$ cat src/rtl/difftest_uart_tx_buffer.sv
// UART console byte buffer ahead of the difftest endpoint: valid/ready in, rate-limited pulses out.
// Optional macro DIFFTEST_UART_DROP_ON_FULL_EN: accept-and-drop on overflow instead of backpressure.
module difftest_uart_tx_buffer #(
    parameter int DEPTH     = 16,
    parameter int DRAIN_GAP = 0,
    parameter int CNT_W     = 32
) (
    input  logic                       clock,
    input  logic                       reset,
    input  logic                       in_valid,
    input  logic [7:0]                 in_ch,
    output logic                       in_ready,
    input  logic                       hold,
    output logic                       difftest_uart_out_valid,
    output logic [7:0]                 difftest_uart_out_ch,
    output logic [$clog2(DEPTH):0]     level,
    output logic [CNT_W-1:0]           drop_count,
    output logic                       empty
);

    localparam int AW = $clog2(DEPTH);
    localparam int PW = AW + 1;
    localparam int GW = (DRAIN_GAP > 0) ? $clog2(DRAIN_GAP + 1) : 1;

    logic [7:0]    r_mem [DEPTH];
    logic [PW-1:0] r_wptr;
    logic [PW-1:0] r_rptr;
    logic [GW-1:0] r_gap_cnt;
    logic          r_out_valid;
    logic [7:0]    r_out_ch;

    logic          w_full;
    logic          w_empty_fifo;
    logic          w_push;
    logic          w_pop;

    // Wrap bit distinguishes full from empty when the index bits coincide.
    assign w_full       = ((r_wptr ^ r_rptr) == PW'(DEPTH));
    assign w_empty_fifo = (r_wptr == r_rptr);
    assign w_push       = in_valid && !w_full && !reset;
    assign w_pop        = !w_empty_fifo && !hold && (r_gap_cnt == '0);

    always_ff @(posedge clock) begin
        if (w_push) begin
            r_mem[r_wptr[AW-1:0]] <= in_ch;
        end
    end

    always_ff @(posedge clock or posedge reset) begin
        if (reset) begin
            r_wptr      <= '0;
            r_rptr      <= '0;
            r_gap_cnt   <= '0;
            r_out_valid <= 1'b0;
            r_out_ch    <= '0;
        end else begin
            if (w_push) begin
                r_wptr <= r_wptr + PW'(1);
            end
            if (w_pop) begin
                r_rptr      <= r_rptr + PW'(1);
                r_out_ch    <= r_mem[r_rptr[AW-1:0]];
                r_out_valid <= 1'b1;
                r_gap_cnt   <= GW'(DRAIN_GAP);
            end else begin
                r_out_valid <= 1'b0;
                if (r_gap_cnt != '0) begin
                    r_gap_cnt <= r_gap_cnt - GW'(1);
                end
            end
        end
    end

`ifdef DIFFTEST_UART_DROP_ON_FULL_EN
    logic             w_drop;
    logic [CNT_W-1:0] r_drop_count;

    assign in_ready = !reset;
    assign w_drop   = in_valid && w_full && !reset;

    always_ff @(posedge clock or posedge reset) begin
        if (reset) begin
            r_drop_count <= '0;
        end else if (w_drop && (r_drop_count != '1)) begin
            r_drop_count <= r_drop_count + CNT_W'(1);
        end
    end

    assign drop_count = r_drop_count;
`else
    assign in_ready   = !reset && !w_full;
    assign drop_count = '0;
`endif

    assign level                   = r_wptr - r_rptr;
    assign difftest_uart_out_valid = r_out_valid;
    assign difftest_uart_out_ch    = r_out_ch;
    assign empty                   = w_empty_fifo && !r_out_valid;

endmodule
$ cat config.mk
export PLATFORM = sky130hd
export DESIGN_NAME = difftest_uart_tx_buffer
export DESIGN_NICKNAME = d
export VERILOG_FILES = /design/src/rtl/difftest_uart_tx_buffer.sv
export SDC_FILE = /design/constraint.sdc
export NUM_CORES = 1
export LEC_CHECK = 0
export CAP_MARGIN = 20
export CORE_ASPECT_RATIO = 1.1
export CORE_MARGIN = 2
export CORE_UTILIZATION = 55
export DETAILED_ROUTE_END_ITERATION = 8
export GPL_TIMING_DRIVEN = 0
export PLACE_DENSITY_LB_ADDON = 0.1
export SYNTH_ARGS = -nofsm -noshare
export SYNTH_HDL_FRONTEND = slang
export SYNTH_SLANG_ARGS = --single-unit
$ cat constraint.sdc
create_clock -name clock -period 5.5 [get_ports clock]
set_input_delay 1.1 -clock clock [delete_from_list [all_inputs] [get_ports clock]]
set_output_delay 1.1 -clock clock [all_outputs]
set_load 0.005 [all_outputs]
==> impl_metrics.env, run 1 <==
export IMPL_tightest_slew_ps=787
export IMPL_ant_nets=0
export IMPL_gr_total_overflow=0
export IMPL_power_density_nw_per_um2=515
export IMPL_tns_ps=0
export IMPL_coreArea_um2=11000
export IMPL_cts_sinks=147
export IMPL_clkTransAtPathRegs_ps=60
export IMPL_fin_cells=632
export IMPL_seqCellArea_um2=4320
export IMPL_drv_slew=0
export IMPL_synth_edff_count=128
export IMPL_crit_fanout=10
export IMPL_synth_distinct_cells=39
export IMPL_ys_seq_area_share_pct=69.1
export IMPL_finalPower_mw=3.82
export IMPL_place_gp_congestion=0.772
export IMPL_grt_pass1_wl_um=18600
export IMPL_grt_usage_pct=21.3
export IMPL_fmax_mhz=246
export IMPL_comb_power_share_pct=33.9
export IMPL_synth_avg_cell_area_um2=15.9
export IMPL_fin_hold_ws_ps=523
export IMPL_switching_share_pct=30.4
export IMPL_hp_class="reg2reg"
export IMPL_die_h_um=116
export IMPL_ir_worst_vdd_v=0.000323
export IMPL_finalCriticalPeriod_ps=4070
export IMPL_start_util_pct=56.7
export IMPL_path_common_cell="buf_6"
export IMPL_multi_input_area_um2=1620
export IMPL_post_route_cell_area_um2=7410
export IMPL_portBuffers=27
export IMPL_route_detailed_drc=0
export IMPL_avgRoutedWirePerCell_um=19.3
export IMPL_crit_required_ps=4400
export IMPL_cp_slowest_stage_delay_ps=510
export IMPL_ctsHoldBuffers=0
export IMPL_num_fill_cells=772
export IMPL_htreeDepth=4
export IMPL_numCtsBuffers=17
export IMPL_syn_to_final_growth_pct=18.7
export IMPL_power_frac_seq_pct=36.8
export IMPL_cts_tree="done"
export IMPL_boundaryPins=60
export IMPL_grt_pass1_vias=3279
export IMPL_nNetsFinal=495
export IMPL_clock_power_share_pct=29.3
export IMPL_synth_area_um2=6250
export IMPL_clock_latency_ps=410
export IMPL_cp_end_kind="primary output"
export IMPL_std_cell_rows=40
export IMPL_min_period_over_period_pct=74.0
export IMPL_antenna_found_initial=0
export IMPL_grt_max_degree=21
export IMPL_finalSetupViolCount=0
export IMPL_cp_start_kind="flip-flop"
export IMPL_die_area_um2=12200
export IMPL_post_cts_buffers=0
export IMPL_drv_cap=0
export IMPL_num_antenna_cells=0
export IMPL_p_int_mw=2.66
export IMPL_hold_depth=1
export IMPL_netlist_instances=392
export IMPL_clockBufferDepth=2
export IMPL_rsz0062_at_grt="false"
export IMPL_drtIter0Drc=364
export IMPL_status="completed"
export IMPL_synth_async_sr_flop_share_pct=12.9
export IMPL_fin_skew_ps=6.72
export IMPL_viasPerCell=5.41
export IMPL_place_detailed_hpwl_um=8040
export IMPL_critPathArrivalTime_ps=2970
export IMPL_switchingPower_mw=1.16
export IMPL_vias=3420
export IMPL_place_area_um2=6830
export IMPL_leakagePower_nw=2.81
export IMPL_post_cts_resized=0
export IMPL_hold_viol_final=0
export IMPL_drive_above_1_share_pct=17.9
export IMPL_worstSetupPathType="reg2out"
export IMPL_r2r_cells=11
export IMPL_dp_cells=599
export IMPL_yosys_warnings=0
export IMPL_synth_seq_cells=147
export IMPL_drt_wl_total_um=12200
export IMPL_cts_root_buf="clkbuf_16"
export IMPL_relSlewSlack_pct=47.4
export IMPL_cp_slowest_cell="clkdlybuf4s50_1"
export IMPL_dieWidth_um=106
export IMPL_firstDrtPassIters=4
export IMPL_synthFlopType="edfxtp_1"
export IMPL_path_cells="buf_6 -> buf_8 -> buf_6 -> inv_1 -> fa_1 -> a21o_1 -> a21oi_1 -> xnor2_1 -> clkdlybuf4s50_1"
registers in the layout, indices dropped and copies added (netlist names):
register and count:
r_rptr 5, difftest_uart_out_ch 8, difftest_uart_out_valid 1, r_mem 128
r_wptr 5
worst max-delay path, delay by kind of cell (launching register included):
kind            cells  cell delay (ps)
xor+xnor            1              140
compound gates      2              400
flops               1              380
buf+inv             5             1180
fa+ha+maj           1              450
cells in the mapped netlist, types with 3 or more instances:
cell | number | area share (%)
buf_2 | 6 | 0.48
buf_4 | 36 | 4.3
dfrtp_1 | 19 | 7.6
nor3_1 | 4 | 0.32
o21ai_1 | 4 | 0.32
nand4_1 | 4 | 0.40
xnor2_1 | 9 | 1.3
clkbuf_1 | 4 | 0.24
inv_1 | 9 | 0.54
buf_6 | 5 | 0.90
o22ai_1 | 16 | 1.6
mux4_2 | 3 | 1.1
nor2_1 | 30 | 1.8
ha_1 | 9 | 1.8
o21ai_0 | 6 | 0.48
mux2i_1 | 48 | 7.7
nand2_1 | 8 | 0.48
a221oi_1 | 8 | 1.1
a31oi_1 | 8 | 0.80
edfxtp_1 | 128 | 62
mux4_1 | 5 | 2.1
cell type report:
class,instances,area share (%)
Buffer,52,5.21
Clock buffer,18,5.79
Clock inverter,13,1.92
Inverter,9,0.456
Multi-Input combinational cell,215,21.9
Sequential cell,147,58.3
Tap cell,147,2.48
Timing Repair Buffer,31,3.98
per-stage QoR:
stage                     util [%]  worst slack, ps
after CTS                     67.3             1400
after global routing          67.3             1310
after global placement        61.9             1340
after detailed placement      62.1             1550
final                         67.3             1430
after floorplan                  -             2520
routing by layer:
metal / global-route usage [%] / part of all wire [%] / up-vias
li1: - / - / 1580
met1: 29.9 / 45 / 1681
met2: 32.9 / 46 / 140
met3: 5.34 / 7.3 / 19
met4: 8.07 / 2.0 / 0
met5: 0 / 0 / -
kinds of logic after synthesis:
family                     share of synthesized area (%)
muxes                                               10.9
and+or+nand+nor                                     4.25
DFF                                                 69.1
AOI/OAI and AO/OA                                   5.03
buffers and inverters                               6.73
xor gates and xnor gates                            1.80
adders and majority gates                           2.12
other                                             0.0600
power by group through the flow:
stage	Sequential [mW]	Combinational, mW	Clock, mW
final	1.40	1.30	1.12
after global placement	1.42	1.27	0
after detailed placement	1.42	1.29	0
after CTS	1.40	1.30	1.12
after floorplan	1.41	0.839	0
after global routing	1.41	1.41	1.17
cells in the final DEF, fill, tap and decap left out, types with 4 or more instances in the layout:
| cell | Yosys | routed |
|---|---|---|
| conb_1 | 1 | 32 |
| buf_4 | 36 | 38 |
| mux4_1 | 5 | 5 |
| nand4_1 | 4 | 4 |
| buf_6 | 5 | 5 |
| edfxtp_1 | 128 | 128 |
| ha_1 | 9 | 9 |
| a31oi_1 | 8 | 8 |
| dfrtp_1 | 19 | 19 |
| clkbuf_1 | 4 | 5 |
| o21ai_0 | 6 | 6 |
| nor3_1 | 4 | 4 |
| xnor2_1 | 9 | 9 |
| clkbuf_16 | 0 | 17 |
| buf_2 | 6 | 8 |
| mux2i_1 | 48 | 48 |
| clkinv_2 | 0 | 6 |
| nor2_1 | 30 | 30 |
| a221oi_1 | 8 | 8 |
| o21ai_1 | 4 | 4 |
| clkdlybuf4s50_1 | 0 | 27 |
| nand2_1 | 8 | 8 |
| o22ai_1 | 16 | 16 |
| inv_1 | 9 | 9 |
final timing paths:
check / from / to / slack, ps
hold reg to reg: r_rptr[4] / r_rptr[4] / 520
setup reg to reg: r_rptr[1] / r_mem[2][6] / 2360
hold / removal: r_rptr[4] / r_rptr[4] / 520
max in group asynchronous: reset / difftest_uart_out_ch[7] / 3860
setup / recovery: r_rptr[1] / level[4] / 1430
min in group asynchronous: reset / r_wptr[4] / 1150
Power figures use the tool's default switching activity.
==> run 2, diff against run 1 <==
Clock period 5.5 ns to 3.8 ns, I/O delays scaled along.
==> impl_metrics.env, run 2 (same netlist as run 1, synthesis figures left out) <==
export IMPL_fin_skew_ps=8.22
export IMPL_clock_latency_ps=410
export IMPL_crit_required_ps=3040
export IMPL_fin_hold_ws_ps=524
export IMPL_finalPower_mw=5.54
export IMPL_crit_fanout=10
export IMPL_cp_end_kind="primary output"
export IMPL_power_density_nw_per_um2=746
export IMPL_drive_above_1_share_pct=18.1
export IMPL_worstSetupPathType="reg2out"
export IMPL_clkTransAtPathRegs_ps=60
export IMPL_cp_slowest_stage_delay_ps=510
export IMPL_cts_tree="done"
export IMPL_route_detailed_drc=0
export IMPL_firstDrtPassIters=5
export IMPL_r2r_cells=11
export IMPL_cts_root_buf="clkbuf_16"
export IMPL_place_detailed_hpwl_um=8040
export IMPL_leakagePower_nw=2.82
export IMPL_worst_r2r_endpoint="r_mem[2][6]"
export IMPL_largest_reg_flops=128
export IMPL_finalSetupViolCount=0
export IMPL_start_util_pct=56.7
export IMPL_hold_viol_final=0
export IMPL_clockBufferDepth=2
export IMPL_die_h_um=116
export IMPL_fin_cells=633
export IMPL_ir_worst_vdd_v=0.000467
export IMPL_worst_r2r_setup_slack_ps=680
export IMPL_boundaryPins=60
export IMPL_fmax_mhz=269
export IMPL_setup_ws_ps=83.5
export IMPL_die_area_um2=12200
export IMPL_dieWidth_um=106
export IMPL_pre_cts_ws_ps=188
export IMPL_relSlewSlack_pct=45.3
export IMPL_numCtsBuffers=17
export IMPL_portBuffers=27
export IMPL_avgRoutedWirePerCell_um=19.3
export IMPL_syn_to_final_growth_pct=18.9
export IMPL_drt_wl_total_um=12200
export IMPL_coreArea_um2=11000
export IMPL_drv_slew=0
export IMPL_hp_class="reg2reg"
export IMPL_hold_end="r_rptr[4]"
export IMPL_grt_pass1_wl_um=18600
export IMPL_finalCriticalPeriod_ps=3720
export IMPL_grt_pass1_vias=3279
export IMPL_nNetsFinal=496
export IMPL_post_route_cell_area_um2=7430
export IMPL_finish_utilization_pct=67.4
export IMPL_num_antenna_cells=0
export IMPL_viasPerCell=5.40
export IMPL_drv_cap=0
export IMPL_place_area_um2=6830
export IMPL_cts_sinks=147
export IMPL_final_cell_mix="edfxtp_1, mux2i_1, buf_4, conb_1, nor2_1"
export IMPL_drtIter0Drc=387
export IMPL_path_cells="buf_8 -> buf_8 -> buf_6 -> inv_1 -> fa_1 -> a21o_1 -> a21oi_1 -> xnor2_1 -> clkdlybuf4s50_1"
export IMPL_status="completed"
export IMPL_std_cell_rows=40
export IMPL_timing_rr_start="r_rptr[1]"
export IMPL_gr_total_overflow=0
export IMPL_tns_ps=0
export IMPL_min_from="r_rptr[4]"
export IMPL_num_fill_cells=771
export IMPL_place_gp_congestion=0.772
export IMPL_tightest_slew_ps=817
export IMPL_cp_slowest_cell="clkdlybuf4s50_1"
export IMPL_ctsHoldBuffers=0
export IMPL_grt_max_degree=21
export IMPL_grt_usage_pct=21.3
export IMPL_cp_start_kind="flip-flop"
export IMPL_vias=3416
export IMPL_hold_depth=1
export IMPL_min_period_over_period_pct=97.8
export IMPL_critPathArrivalTime_ps=2960
export IMPL_path_common_cell="buf_8"
export IMPL_antenna_found_initial=0
export IMPL_htreeDepth=4
export IMPL_ant_nets=0
export IMPL_dp_cells=599
export IMPL_final_common_cell="edfxtp_1"
run 2: cell count changes in the layout (fill, tap and decap cells not counted):
cell,change
buf_6,-1
buf_4,+1
buf_8,+1
run 2: worst max-delay path by stage:
stage              start     endpoint  slack [ps]  depth (start not counted)
3_5_place_dp       reset  r_mem[3][7]         190                          6
4_1_cts        r_rptr[1]     level[4]          40                          9
3_3_place_gp       reset  r_mem[0][2]         -20                          6
5_1_grt        r_rptr[1]     level[4]         -20                          9
2_1_floorplan  r_rptr[1]  r_mem[0][0]        1140                         10
6_report       r_rptr[1]     level[4]          80                          9
run 2: final cells by class:
cell class | count | area, um2 | share of cell area [%]
Timing Repair Buffer | 32 | 303 | 4.08
Clock inverter | 13 | 143 | 1.92
Tap cell | 147 | 184 | 2.48
Inverter | 9 | 33.8 | 0.455
Multi-Input combinational cell | 215 | 1620 | 21.9
Clock buffer | 18 | 429 | 5.78
Buffer | 52 | 390 | 5.26
Sequential cell | 147 | 4320 | 58.2
run 2: repair_timing:
item	4_1_cts	5_1_grt
buffers inserted	0	1
resized for setup	0	1
endpoints found under the setup margin	0	1
run 2: report_power, final:
| group | leakage [nW] | internal [mW] | switching (mW) |
|---|---|---|---|
| clock | 0.280 | 1.01 | 0.605 |
| combinational | 1.16 | 0.913 | 0.979 |
| sequential | 1.38 | 1.93 | 0.101 |
| total | 2.82 | 3.86 | 1.68 |
run 2: metal layers:
layer / global-route usage (%) / share of wire, %
met4: 8.07 / 1.9
met1: 29.9 / 45
met2: 32.9 / 46
met3: 5.34 / 6.6
met5: 0 / 0
run 2: worst max-delay path: cells and delay by family, from the launching register on:
family / cells / cell delay [ps]
flops: 1 / 390
buf+inv: 5 / 1150
xor+xnor: 1 / 140
fa+ha+maj: 1 / 450
compound gates: 2 / 400
==> run 3, diff against run 2 <==
Settings changed: CORE_UTILIZATION 55 to 40, CTS_CLUSTER_SIZE set to 8, REMOVE_ABC_BUFFERS set to 1.
==> impl_metrics.env, run 3 (same netlist as run 1, synthesis figures left out) <==
export IMPL_final_common_cell="edfxtp_1"
export IMPL_min_from="r_rptr[4]"
export IMPL_path_cells="inv_1 -> ha_1 -> a21o_1 -> a21oi_1 -> xnor2_1 -> clkdlybuf4s50_1"
export IMPL_power_density_nw_per_um2=751
export IMPL_hold_end="r_rptr[4]"
export IMPL_syn_to_final_growth_pct=13.9
export IMPL_grt_max_degree=33
export IMPL_seqCellArea_um2=4330
export IMPL_numCtsBuffers=17
export IMPL_drive_above_1_share_pct=9.40
export IMPL_cp_start_kind="flip-flop"
export IMPL_gr_total_overflow=0
export IMPL_multi_input_area_um2=1620
export IMPL_crit_fanout=32
export IMPL_setup_ws_ps=166
export IMPL_dp_cells=598
export IMPL_ir_worst_vdd_v=0.000330
export IMPL_worst_r2r_endpoint="r_mem[1][3]"
export IMPL_min_period_over_period_pct=95.6
export IMPL_vias=3145
export IMPL_final_cell_mix="edfxtp_1, mux2i_1, conb_1, nor2_1, clkdlybuf4s50_1"
export IMPL_fin_cells=632
export IMPL_finalSetupViolCount=0
export IMPL_firstDrtPassIters=4
export IMPL_pre_cts_ws_ps=-29.4
export IMPL_drtIter0Drc=215
export IMPL_route_detailed_drc=0
export IMPL_place_gp_congestion=0.738
export IMPL_finish_utilization_pct=46.9
export IMPL_r2r_cells=7
export IMPL_std_cell_rows=47
export IMPL_hp_class="reg2reg"
export IMPL_drv_slew=0
export IMPL_num_antenna_cells=0
export IMPL_rsz0062_at_grt="false"
export IMPL_worstSetupPathType="reg2out"
export IMPL_clock_latency_ps=420
export IMPL_num_fill_cells=1304
export IMPL_cts_tree="done"
export IMPL_finalCriticalPeriod_ps=3630
export IMPL_start_util_pct=41.2
export IMPL_fin_skew_ps=12.4
export IMPL_grt_usage_pct=16.3
export IMPL_die_area_um2=16600
export IMPL_antenna_found_initial=0
export IMPL_leakagePower_nw=2.55
export IMPL_tns_ps=0
export IMPL_drt_wl_total_um=12900
export IMPL_nNetsFinal=445
export IMPL_cts_root_buf="clkbuf_16"
export IMPL_boundaryPins=60
export IMPL_cp_end_kind="primary output"
export IMPL_largest_reg_flops=128
export IMPL_critPathArrivalTime_ps=2870
export IMPL_viasPerCell=4.98
export IMPL_coreArea_um2=15200
export IMPL_place_detailed_hpwl_um=7990
export IMPL_drv_cap=0
export IMPL_hold_depth=1
export IMPL_ant_nets=0
export IMPL_fmax_mhz=275
export IMPL_grt_pass1_vias=3020
export IMPL_relSlewSlack_pct=34.6
export IMPL_dieWidth_um=123
export IMPL_tightest_slew_ps=981
export IMPL_cp_slowest_cell="dfrtp_2"
export IMPL_htreeDepth=4
export IMPL_cp_startpoint="r_rptr[2]"
export IMPL_timing_rr_start="r_rptr[2]"
export IMPL_grt_pass1_wl_um=18700
export IMPL_avgRoutedWirePerCell_um=20.4
export IMPL_cp_slowest_stage_delay_ps=930
export IMPL_worst_r2r_setup_slack_ps=400
export IMPL_die_h_um=135
export IMPL_status="completed"
export IMPL_crit_required_ps=3040
export IMPL_clockBufferDepth=2
export IMPL_clkTransAtPathRegs_ps=60
export IMPL_portBuffers=27
export IMPL_hold_viol_final=0
export IMPL_cts_sinks=147
==> run 3: layout make-up <==
cell class	instances	area share (%)
well taps	196	3.45
clock inverters	4	0.334
flip-flops and latches	147	60.8
clock buffers	28	7.28
inverters	9	0.475
multi-input cells	215	22.8
repair buffers	33	4.78
==> run 3: per-layer routing <==
metal | track usage (%) | up-vias | share of wire [%]
li1 | - | 1487 | -
met1 | 23.1 | 1556 | 47
met2 | 24.5 | 83 | 48
met3 | 3.72 | 19 | 4.1
met4 | 6.44 | 0 | 1.6
met5 | 0 | - | 0
==> run 3: worst max path at each step <==
| stage | to | slack, ps | cells past startpoint |
|---|---|---|---|
| after floorplan | r_mem[0][0] | 660 | 6 |
| after global placement | r_mem[0][2] | -540 | 6 |
| final | level[4] | 170 | 6 |
| after global routing | level[4] | 20 | 6 |
| after detailed placement | r_mem[1][2] | -30 | 6 |
| after CTS | level[4] | 100 | 6 |
==> run 3: where the power goes <==
group          switching, mW  total, mW  internal [mW]
Sequential             0.325       2.26           1.94
Clock                  0.609       1.53          0.924
Combinational          0.731       1.55          0.816
Total                   1.66       5.34           3.68
==> run 3: repair_timing <==
item | CTS | global route
pin swaps | 0 | 0
hold endpoints to repair | 0 | 0
buffers inserted | 0 | 2
gates resized for setup | 2 | 0
setup endpoints to repair | 2 | 1
hold buffers | 0 | 0
==> run 3: critical path, delay by kind of cell, from the launching register on <==
family                     cells  cell delay (ps)
AOI/OAI and AO/OA              2              370
xor gates and xnor gates       1              150
adders and majority gates      1              370
DFF                            1              930
buffers and inverters          2              620
==> run 3: metrics by stage <==
stage / instance area [um2] / total power [mW] / hold slack, ps
after floorplan: 5980 / 3.11 / 496
after global placement: 6490 / 3.80 / 515
after detailed placement: 6520 / 3.80 / 515
after CTS: 7070 / 5.33 / 525
after global routing: 7110 / 5.62 / 531
final: 7110 / 5.34 / 520
==> RTL edit 1 (config.mk and constraints of run 1) <==
Set the parameter `CNT_W` to 64 (it was 32).
--- a/src/rtl/difftest_uart_tx_buffer.sv
+++ b/src/rtl/difftest_uart_tx_buffer.sv
@@ -3,7 +3,7 @@
 module difftest_uart_tx_buffer #(
     parameter int DEPTH     = 16,
     parameter int DRAIN_GAP = 0,
-    parameter int CNT_W     = 32
+    parameter int CNT_W     = 64
 ) (
     input  logic                       clock,
     input  logic                       reset,
Interface: changed (resized drop_count); port bits go from 60 to 92. The function was not compared with the original's and may differ.
==> RTL edit 1 against run 1 <==
Synthesized cell count grew 8.2%; total power rose by 1.5%; first-iteration DRC count is 21% higher; cell area increased by 5.2%; highest routed layer unchanged; sequential cell count did not move; count of clock-buffer cells in the layout increased by 1; area after synthesis grew 3.8%; non-clock buffer count is 32 higher; cell count is 11% higher; setup slack better by 0.027 ns; maximum frequency grew 0.66%; routed wire length up 4.0%.
==> RTL edit 1: results <==
{
  "ys_top_cells_by_count": "128 x edfxtp_1, 68 x buf_4, 48 x mux2i_1",
  "ctsLongestPathBuffers": 2,
  "global_route.usage.total_pct": 21.3,
  "first_global_vias": 3421,
  "layout.filler_cells": 813,
  "drt_iter0_markers": 440,
  "hpwl_reported_at_the_end_of_detailed_placement_um": 8600,
  "power.leakage_uw": 0.00309,
  "max-vdd-ir-drop_mv": 0.315,
  "slew-limit-headroom_pct": 40.9,
  "final_clock_skew_ns": 0.00605,
  "run_status": "finished, final reports clean",
  "whs_ns": 0.523,
  "detail_route.wirelength_um": 12700,
  "cp.arrival_ns": 2.94,
  "synth.top_cells.by_area": "edfxtp_1 59%, buf_4 7.9%, mux2i_1 7.4%, dfrtp_1 7.3%, mux4_1 2.0%",
  "drt-pass1-iter-count": 6,
  "syn_avg_cell_area_um2": 15.3,
  "post_route_cells_drive_above_1_share_pct": 21.8,
  "layout.cells.non_filler": 700,
  "vias": 3585,
  "ys_seq_area_share_pct": 66.6,
  "post-place-cells": 668,
  "grt_first_pass_wirelength_um": 19400,
  "hold_end": "r_rptr[4]",
  "synth.distinct_cells": 39,
  "worstReg2RegEnd": "r_mem[2][7]",
  "final_nets": 559
}
==> RTL edit 1: cell types whose count changed after synthesis <==
| cell | delta |
|---|---|
| buf_4 | +32 |
==> RTL edit 1: cell families after synthesis <==
family,count (synthesis),share of synthesized area [%]
AOI/OAI and AO/OA,48,4.84
xor gates and xnor gates,12,1.74
adders and majority gates,10,2.04
buffers and inverters,93,10.2
DFF,147,66.6
muxes,56,10.5
other,1,0.0578
and+or+nand+nor,57,4.09
==> RTL edit 1: worst max path at each step <==
stage,endpoint,from,cells past startpoint,slack (ns)
2_1_floorplan,r_mem[0][0],reset,5,2.52
3_3_place_gp,r_mem[2][4],reset,6,1.29
3_5_place_dp,r_mem[2][7],reset,7,1.35
4_1_cts,level[4],r_rptr[1],9,1.42
5_1_grt,level[4],r_rptr[1],9,1.31
6_report,level[4],r_rptr[1],9,1.46
==> RTL edit 1: per-layer routing <==
layer	up-vias	GRT usage, %	wire [µm]
li1	1680	-	-
met1	1738	29.3	5410
met5	-	0	0
met3	17	4.82	945
met2	150	32.8	6050
met4	0	8.89	280
==> RTL edit 1: cell type report <==
class	count	area [µm²]	area share (%)
buffer	84	627	8.04
clock buffer	19	433	5.55
clock inverter	13	160	2.05
inverter	9	33.8	0.433
multi-input combinational	247	1740	22.4
sequential	147	4320	55.4
tap	150	188	2.41
timing repair buffer	31	293	3.75
==> RTL edit 1: critical path, stage by stage (launching register included) <==
cell	delay, ns
dfrtp_1	0.38
buf_6	0.20
buf_8	0.17
buf_6	0.19
inv_1	0.13
fa_1	0.45
a21o_1	0.20
a21oi_1	0.16
xnor2_1	0.13
clkdlybuf4s50_1	0.51
==> RTL edit 1: power breakdown <==
part	switching (µW)	leakage [µW]	internal (µW)
Sequential	69.4	0.00138	1330
Combinational	688	0.00143	637
Clock	436	0.000277	712
Total	1190	0.00309	2680
==> RTL edit 1: stage by stage <==
stage	util [%]	total power [µW]	setup WS (ns)	instance area (µm²)
after global routing	67.9	4060	1.31	7800
after floorplan	-	2270	2.52	6720
after CTS	67.9	3890	1.42	7800
after global placement	62.5	2710	1.29	7180
final	67.9	3880	1.46	7800
after detailed placement	62.7	2750	1.35	7200
==> RTL edit 2 (config.mk and constraints of run 1) <==
Without the edit above. Put a register stage on the output `level`, cleared by the reset. The value now appears one clock later. The other outputs are not delayed to match.
--- a/src/rtl/difftest_uart_tx_buffer.sv
+++ b/src/rtl/difftest_uart_tx_buffer.sv
@@ -92,7 +92,13 @@
     assign drop_count = '0;
 `endif
 
-    assign level                   = r_wptr - r_rptr;
+    always_ff @(posedge clock or posedge reset) begin
+        if (reset) begin
+            level <= '0;
+        end else begin
+            level <= r_wptr - r_rptr;
+        end
+    end
     assign difftest_uart_out_valid = r_out_valid;
     assign difftest_uart_out_ch    = r_out_ch;
     assign empty                   = w_empty_fifo && !r_out_valid;
Formal check against the unedited RTL: not equivalent (a bounded check fails within 4 cycles, from zero or initial values and one cycle with reset high).
==> RTL edit 2 against run 1 <==
Sequential power rose by 5%; area after synthesis rose by 1.6%; maximum frequency rose by 5.9%; routed wire length rose by 6.8%; via count rose by 0.41%; setup slack improved by 0.23 ns; sequential cell count rose by 5; clock power rose by 4%; count of clock-buffer cells in the layout did not move; total power rose by 1.4%; cell area rose by 2.0%; sequential share of layout area rose by 0.49 points; combinational power fell by 5%.
==> RTL edit 2: results <==
{
  "final_clock_skew_ns": 0.00787,
  "synth.top_cells.by_area": "edfxtp_1 61%, dfrtp_1 9.5%, mux2i_1 7.6%, buf_4 4.3%, nor2_1 1.8%",
  "async_flop_share_pct": 15.8,
  "routedWlPerCell_um": 20.5,
  "drt_iter0_markers": 232,
  "post_route_cells_drive_above_1_share_pct": 17.2,
  "preCtsSetupSlack_ns": 1.40,
  "post_dp_cell_area_um2": 6950,
  "timing.critical_path.from": "r_rptr[3]",
  "vias": 3434,
  "smallest_setup_slack_after_layout_ns": 1.66,
  "p_switching_uw": 1170,
  "run_status": "finished, final reports clean",
  "hpwl_reported_at_the_end_of_detailed_placement_um": 8640,
  "whs_ns": 0.497,
  "global_route.usage.total_pct": 22.7,
  "ys_top_cells_by_count": "128 x edfxtp_1, 48 x mux2i_1, 36 x buf_4",
  "power.share.combinational_pct": 32.0,
  "cp_endpoint": "empty",
  "power.leakage_uw": 0.00287,
  "worst_slew_pin_slew_ns": 0.792,
  "max-vdd-ir-drop_mv": 0.315,
  "p_seq_share_pct": 37.9,
  "place.gp.congestion": 0.841,
  "worstReg2RegEnd": "r_mem[1][0]",
  "final_nets": 500,
  "first_global_vias": 3373
}
-- RTL edit 2: changes by cell type in the layout (fill, tap and decap cells not counted), moves of 2 or more --
cell | before | now
mux4_1 | 5 | 3
o21ai_0 | 6 | 2
buf_6 | 5 | 2
o21ai_1 | 4 | 8
buf_4 | 38 | 40
mux4_2 | 3 | 5
dfrtp_1 | 19 | 24
clkinv_2 | 6 | 1
buf_12 | 0 | 2
-- RTL edit 2: layout make-up --
type                    count  area (µm²)
clock buffers              18         429
well taps                 150         188
flip-flops and latches    152        4440
repair buffers             32         328
inverters                   9        33.8
clock inverters            10         156
multi-input cells         215        1600
fillers                   813        3820
plain buffers              51         383
-- RTL edit 2: logic make-up (layout without fill, tap and decap cells) --
kind of cell / count (synthesis) / in the layout / synth area share [%]
flops: 152 / 152 / 70.0
xor+xnor: 12 / 12 / 1.66
fa+ha+maj: 10 / 10 / 2.09
simple gates: 57 / 57 / 4.06
other cells: 1 / 32 / 0.0591
compound gates: 48 / 48 / 4.99
buf+inv: 60 / 120 / 6.56
mux: 56 / 56 / 10.6
-- RTL edit 2: layer usage --
layer / GRT usage, % / vias up / share of wire, %
li1: - / 1597 / -
met1: 30.5 / 1714 / 43
met2: 36.6 / 107 / 50
met3: 6.53 / 16 / 6.2
met4: 7.10 / 0 / 1.4
met5: 0 / - / 0
-- RTL edit 2: per-stage QoR --
| stage | instances | power [µW] |
|---|---|---|
| 2_1_floorplan | 427 | 2300 |
| 3_3_place_gp | 604 | 2690 |
| 3_5_place_dp | 608 | 2720 |
| 4_1_cts | 636 | 3880 |
| 5_1_grt | 637 | 4050 |
| 6_report | 637 | 3870 |
